--- config.mk ---
export PLATFORM = sky130hd
export DESIGN_NAME = debouncer_multi
export DESIGN_NICKNAME = d
export VERILOG_FILES = /design/src/rtl/debouncer_multi_pkg.sv /design/src/rtl/debouncer_multi_channel.sv /design/src/rtl/debouncer_multi.sv
export SDC_FILE = /design/constraint.sdc
export NUM_CORES = 1
export LEC_CHECK = 0
export ABC_AREA = 1
export ABC_CLOCK_PERIOD_IN_PS = 1500
export CAP_MARGIN = 10
export CORE_MARGIN = 2
export CORE_UTILIZATION = 50
export DETAILED_ROUTE_END_ITERATION = 10
export PLACE_DENSITY = 0.72
export SYNTH_ARGS = -nofsm -noshare
export SYNTH_HDL_FRONTEND = slang
export SYNTH_HIERARCHICAL = 1
export SYNTH_SLANG_ARGS = --single-unit
--- constraint.sdc ---
create_clock -name i_clk -period 1.5 [get_ports i_clk]
set_input_delay 0.225 -clock i_clk [delete_from_list [all_inputs] [get_ports i_clk]]
set_output_delay 0.225 -clock i_clk [all_outputs]
set_load 0.02 [all_outputs]
--- src/rtl/debouncer_multi_pkg.sv ---
// rtl/debouncer_multi_pkg.sv - shared constants and counter sizing for the debouncer
package debouncer_multi_pkg;

  localparam logic DEFAULT_RESET_LEVEL = 1'b0;

  // Counter width for a STABLE_TICKS window, never narrower than one bit.
  function automatic int cnt_width(input int ticks);
    int w;
    w = $clog2(ticks);
    return (w < 1) ? 1 : w;
  endfunction

endpackage

--- src/rtl/debouncer_multi_channel.sv ---
// rtl/debouncer_multi_channel.sv - one channel: synchroniser, stability counter, level/strobe flops
module debounce_channel
  import debouncer_multi_pkg::*;
#(
  parameter int   STABLE_TICKS = 500,
  parameter logic RESET_LEVEL  = DEFAULT_RESET_LEVEL,
  parameter int   SYNC_STAGES  = 2
) (
  input  logic i_clk,
  input  logic i_rst_n,
  input  logic i_clken,
  input  logic i_in,
  output logic o_level,
  output logic o_rise,
  output logic o_fall,
  output logic o_accept
);

  localparam int               CNT_W   = cnt_width(STABLE_TICKS);
  localparam logic [CNT_W-1:0] CNT_MAX = CNT_W'(STABLE_TICKS - 1);

  logic [SYNC_STAGES-1:0] r_sync;
  logic [CNT_W-1:0]       r_cnt;
  logic                   r_level;
  logic                   r_rise;
  logic                   r_fall;
  logic                   w_s;
  logic                   w_accept;

  assign w_s      = r_sync[SYNC_STAGES-1];
  assign w_accept = i_clken && (w_s != r_level) && (r_cnt == CNT_MAX);

  always_ff @(posedge i_clk or negedge i_rst_n) begin
    if (!i_rst_n) begin
      r_sync  <= {SYNC_STAGES{RESET_LEVEL}};
      r_cnt   <= '0;
      r_level <= RESET_LEVEL;
      r_rise  <= 1'b0;
      r_fall  <= 1'b0;
    end else begin
      r_sync <= {r_sync[SYNC_STAGES-2:0], i_in};
      r_rise <= w_accept & w_s;
      r_fall <= w_accept & ~w_s;
      // Any sample matching the current level restarts the stability window.
      if (i_clken) begin
        if (w_s == r_level) begin
          r_cnt <= '0;
        end else if (r_cnt == CNT_MAX) begin
          r_level <= w_s;
          r_cnt   <= '0;
        end else begin
          r_cnt <= r_cnt + 1'b1;
        end
      end
    end
  end

  assign o_level  = r_level;
  assign o_rise   = r_rise;
  assign o_fall   = r_fall;
  assign o_accept = w_accept;

endmodule

--- src/rtl/debouncer_multi.sv ---
// rtl/debouncer_multi.sv - N-channel switch debouncer with per-channel rise/fall strobes
module debouncer_multi
  import debouncer_multi_pkg::*;
#(
  parameter int   CHANNELS     = 4,
  parameter int   STABLE_TICKS = 500,
  parameter logic RESET_LEVEL  = DEFAULT_RESET_LEVEL,
  parameter int   SYNC_STAGES  = 2
) (
  input  logic                i_clk,
  input  logic                i_rst_n,
  input  logic                i_clken,
  input  logic [CHANNELS-1:0] i_in,
  output logic [CHANNELS-1:0] o_level,
  output logic [CHANNELS-1:0] o_rise,
  output logic [CHANNELS-1:0] o_fall,
  output logic                o_any_chg
);

  logic [CHANNELS-1:0] w_accept;
  logic                r_any_chg;

  for (genvar g = 0; g < CHANNELS; g++) begin : g_ch
    debounce_channel #(
      .STABLE_TICKS(STABLE_TICKS),
      .RESET_LEVEL (RESET_LEVEL),
      .SYNC_STAGES (SYNC_STAGES)
    ) u_ch (
      .i_clk   (i_clk),
      .i_rst_n (i_rst_n),
      .i_clken (i_clken),
      .i_in    (i_in[g]),
      .o_level (o_level[g]),
      .o_rise  (o_rise[g]),
      .o_fall  (o_fall[g]),
      .o_accept(w_accept[g])
    );
  end

  // Built from next-state acceptances so it lands on the same edge as the strobes.
  always_ff @(posedge i_clk or negedge i_rst_n) begin
    if (!i_rst_n) begin
      r_any_chg <= 1'b0;
    end else begin
      r_any_chg <= |w_accept;
    end
  end

  assign o_any_chg = r_any_chg;

endmodule

; Word level (Yosys, flattened, before mapping)
; Index checks and enable logic that the tools add are counted.
[classes]
n_addsub = 4
n_eq_ne = 12
n_mux = 8
bitwise = 16
reduce_logical = 13
[op_table]
columns = op, n
row1 = $mux W9, 8
row2 = $add A9 B1 Y9 const B, 4
row3 = $eq A9 B9 Y1 const B, 4
row4 = $reduce_and A3 Y1, 4
row5 = $and A1 B1 Y1, 8
row6 = $logic_and A1 B1 Y1, 8
row7 = $not A1 Y1, 8
row8 = $eq A1 B1 Y1, 4
row9 = $ne A1 B1 Y1, 4
row10 = $reduce_or A4 Y1, 1
[word_totals]
register_bits = 57
inputBits = 7
out_inout_bits = 13
word_cells = 74

; Logic depth before layout (Yosys ltp)
; Gate-level depths: netlist of run 1.
[logic_depth]
word_depth = 4
mapped_depth = 9
depth_no_buf = 9

; Modules after synthesis
; Netlist of run 1, hierarchy kept.
[modules_own_cells]
columns = module, instances, cells_each, area_per_inst_um2, seq_area_each_um2
row1 = debounce_channel, 4, 86, 713.2, 350.3
row2 = debouncer_multi, 1, 4, 36.3, 25.0

; Least setup slack after synthesis of run 1
; Ideal clock, no wire load.
[synth_path]
path_type = register to register
start = register g_ch[3].u_ch.r_cnt[0]
end = register r_any_chg (netlist: o_any_chg)
setup_ns = 0.119
arrival_time_ns = 1.121
required_ns = 1.381
path_slack_ns = 0.260
path_stages_with_launch = 10
n_path_buf = 0
period_less_slack_ns = 1.240
path_cell_list = dfrtp_1 > ha_1 > nand2_1 > nor2_1 > nand2_2 > clkinv_2 > nand2_4 > inv_1 > nor2_1 > nand2_1
[synth_between]
elab_chain_cells = 3
[synth_lines]
columns = item, line
row1 = start: declaration, debouncer_multi_channel.sv:23  ; logic [CNT_W-1:0] r_cnt;
row2 = start signal: assignment, debouncer_multi_channel.sv:52  ; r_cnt <= r_cnt + 1'b1;
row3 = $eq A9 B9 Y1, debouncer_multi_channel.sv:31  ; assign w_accept = i_clken && (w_s != r_level) && (r_cnt == CNT_MAX);
row4 = $logic_and A1 B1 Y1, debouncer_multi_channel.sv:31
row5 = via w_accept[3], debouncer_multi.sv:20  ; logic [CHANNELS-1:0] w_accept;
row6 = $reduce_or A4 Y1, debouncer_multi.sv:45  ; r_any_chg <= |w_accept;
row7 = end signal: assignment, debouncer_multi.sv:45
row8 = end: declaration, debouncer_multi.sv:21  ; logic r_any_chg;
; The timed path passes the listed nets, and every way through them passes these cells.
; A chain may end at the register's enable or synchronous reset.

; Worst setup path in the final report of run 1
; Ends and elaborated chain as after synthesis.

==> results.ini, run 1 <==
[drt]
wirelength_um=5320
wire_per_inst_um=11.6
vias=2279
drt_iter0_markers=101
via_per_inst=4.98
first_pass_iters=4
drcViolationCount=0
detail-route-antenna-nets=0

[worst_hold_path]
holdCritPathClass=input pin to register
hold_depth=1
hold-path-endpoint=g_ch[2].u_ch/r_sync[0]$_DFF_PN0_
hp-start=i_in[2]

[cts]
post_cts_buffers=0
ctsRootBufferMaster=clkbuf_8
tritoncts=yes
cts.sinks=57
clk_latency_ns=0.34
cts_htree_levels=3
cts.clk_slew.worst_paths_ns=0.06
clock_path_buffers=2
cts_buffers=9

[final_layout]
diodes=0
drive_gt1_share_pct=15.3
seq_area_um2=1430
final_nets=392
multi_input_area_um2=1310
fill_cells=484
fin_cells=458
final_area_um2=3410
areaGrowthSynthToFinish_pct=18.1

[logic_synthesis]
synth_area_um2=2890
synth-seq-cells=57
synthCells=348
synth.yosys.seq_area_share_pct=49.4
synthesis.nets=359
ys_types=20
yosys_warnings=6
postSynthAreaPerCell_um2=8.30

[setup_path]
path_class=register to register
endpoint_kind=register
cp_max_fo=5
r2r-start=g_ch[3].u_ch/r_cnt[0]$_DFFE_PN0P_
arrival_ns=1.60
r2r_setup_slack_ns=0.12
cp.required_ns=1.73
start_kind=register
r2r_end=o_any_chg$_DFF_PN0_
r2r_cells=9

[timing]
hold_viol_final=0
max-slew-margin-rel_pct=79.6
rsz0062_at_grt=no
setup_viol=0
fin_crit_ns=1.38
hold_slack_ns=0.324
slew_violations=0
fmax_ghz=0.726
worst_slew_pin_slew_ns=0.305
clock_skew_ns=0.00532
period_share_pct=91.8

[power_and_ir_drop]
powerDensity_nw_per_um2=958
p_leak_nw=1.78
peakVddDrop_mv=0.540

[die]
die_h_um=80.0
die_x_um=80.0
dieArea_um2=6400
fp.coreArea_um2=5540
start_util_pct=52.1
ios=20
rows=27

[run]
drv_cap=0

[placement]
hpwl_um=3600
port_buffers=19
place_inst=441
gp_congestion=0.833
place_area_um2=3200

[run_status]
status=finished, final reports clean

[global_route]
grt_pass1_vias=2079
track_usage_pct=18.9
grt-ovfl-total=0
grt_start_max_net_pins=58
antenna_found_initial=0
grt_pass1_wl_um=9310

[registers in the layout, indices dropped and copies added, names as in the netlist]
signal,cells
g_ch.u_ch/r_cnt,36
o_any_chg,1
g_ch.u_ch/o_rise,4
g_ch.u_ch/o_fall,4
g_ch.u_ch/o_level,4
g_ch.u_ch/r_sync,8
[critical path, stage by stage, from the launching register on]
cell and delay (ns):
dfrtp_1 0.43, ha_1 0.26, nand2_1 0.09, nor2_2 0.05, nand2_2 0.08, clkinv_2 0.07
nand2_4 0.08, inv_1 0.05, nor2_1 0.09, nand2_1 0.06
[area by class of cell]
class,count,area share [%]
clock buffers,13,4.37
flip-flops and latches,57,41.9
well taps,72,2.64
clock inverters,3,1.17
inverters,40,4.55
multi-input cells,251,38.4
repair buffers,22,6.97
[cell families (layout without fill, tap and decap cells)]
group           Yosys count  in the layout  share of synthesized area [%]
compound gates           36             36                           8.14
flops                    57             57                           49.4
buf+inv                  40             78                           5.37
fa+ha+maj                 4              4                           1.73
xor+xnor                 12             12                           3.64
simple gates            199            199                           31.7
[worst max path at each step]
stage                                            from                                 to  depth (start not counted)
floorplan           g_ch[3].u_ch/r_cnt[0]$_DFFE_PN0P_                o_any_chg$_DFF_PN0_                          9
global placement                              i_clken  g_ch[1].u_ch/r_cnt[4]$_DFFE_PN0P_                          6
detailed placement                            i_clken  g_ch[2].u_ch/r_cnt[4]$_DFFE_PN0P_                          6
CTS                     g_ch[3].u_ch/o_rise$_DFF_PN0_                          o_rise[3]                          1
global route        g_ch[0].u_ch/r_cnt[0]$_DFFE_PN0P_  g_ch[0].u_ch/r_cnt[3]$_DFFE_PN0P_                          6
finish              g_ch[3].u_ch/r_cnt[0]$_DFFE_PN0P_                o_any_chg$_DFF_PN0_                          9
[per-layer routing]
metal | up-vias | track usage, % | wire [um]
met4 | 0 | 7.80 | 99
met5 | - | 0 | 0
met1 | 1036 | 24.6 | 2480
met3 | 11 | 5.66 | 245
li1 | 1186 | - | -
met2 | 46 | 29.5 | 2500
[power breakdown]
part           switching, W  internal (W)
clock network      0.000590      0.000808
logic              0.000138     0.0000870
registers         0.0000544       0.00159
total              0.000783       0.00248
[cell usage after synthesis]
cell type  number  area (um2)
a21oi_2         4        35.0
ha_1            4        50.1
clkinv_2        4        20.0
o21ai_1         8        40.0
dfrtp_1        57        1430
a21oi_1         8        40.0
xnor2_1         8        70.1
o22ai_1         8        50.1
a21o_2          4        35.0
nor2_4          8        90.1
nand3_1        40         200
xor2_1          4        35.0
inv_2           4        15.0
nand2_4         4        45.0
o21ai_2         4        35.0
nand2_2         8        50.1
nand2_1       105         394
nand4_1         4        25.0
nor2_1         30         113
inv_1          32         120
[layout by cell type (no fill, tap or decap)]
cell type	netlist	layout
clkbuf_8	0	10
xor2_1	4	4
ha_1	4	4
nand2_1	105	105
nor2_2	0	1
o21ai_2	4	4
a21o_2	4	4
dlygate4sd2_1	0	8
dlygate4sd3_1	0	1
nand3_1	40	40
buf_12	0	2
dlymetal6s2s_1	0	5
nand2_2	8	8
nand2_4	4	4
nor2_4	8	8
buf_2	0	1
clkdlybuf4s50_1	0	5
xnor2_1	8	8
nor2_1	30	29
a21oi_2	4	4
clkinv_2	4	6
inv_2	4	4
inv_1	32	32
o21ai_1	8	8
dfrtp_2	0	2
o22ai_1	8	8
a21oi_1	8	8
dfrtp_1	57	55
bufinv_16	0	1
clkbuf_1	0	3
nand4_1	4	4
[timing repair]
| action | CTS | global route |
|---|---|---|
| pin swaps | 0 | 0 |
| hold endpoints to repair | 57 | 0 |
| gates resized for setup | 8 | 8 |
| hold buffers | 1 | 0 |
| endpoints found under the setup margin | 8 | 17 |
[per-stage QoR]
step	TNS [ns]	utilization, %	setup WS (ns)	total power [W]
floorplan	0	-	0.260	0.00179
global route	0	61.6	0.00141	0.00343
CTS	0	61.2	0.00759	0.00331
finish	0	61.6	0.123	0.00327
detailed placement	-0.0204	57.8	-0.0114	0.00189
global placement	0	57.8	0.0207	0.00189
(Power assumes the default switching activity.)
==> run 2: changes to the inputs <==
--- a/config.mk
+++ b/config.mk
@@ -7,7 +7,6 @@
 export LEC_CHECK = 0
 export ABC_AREA = 1
 export ABC_CLOCK_PERIOD_IN_PS = 1500
-export CAP_MARGIN = 10
 export CORE_MARGIN = 2
 export CORE_UTILIZATION = 50
 export DETAILED_ROUTE_END_ITERATION = 10
==> results of run 2 <==
Same layout as run 1: the final DEF is identical, and so are final timing and power.
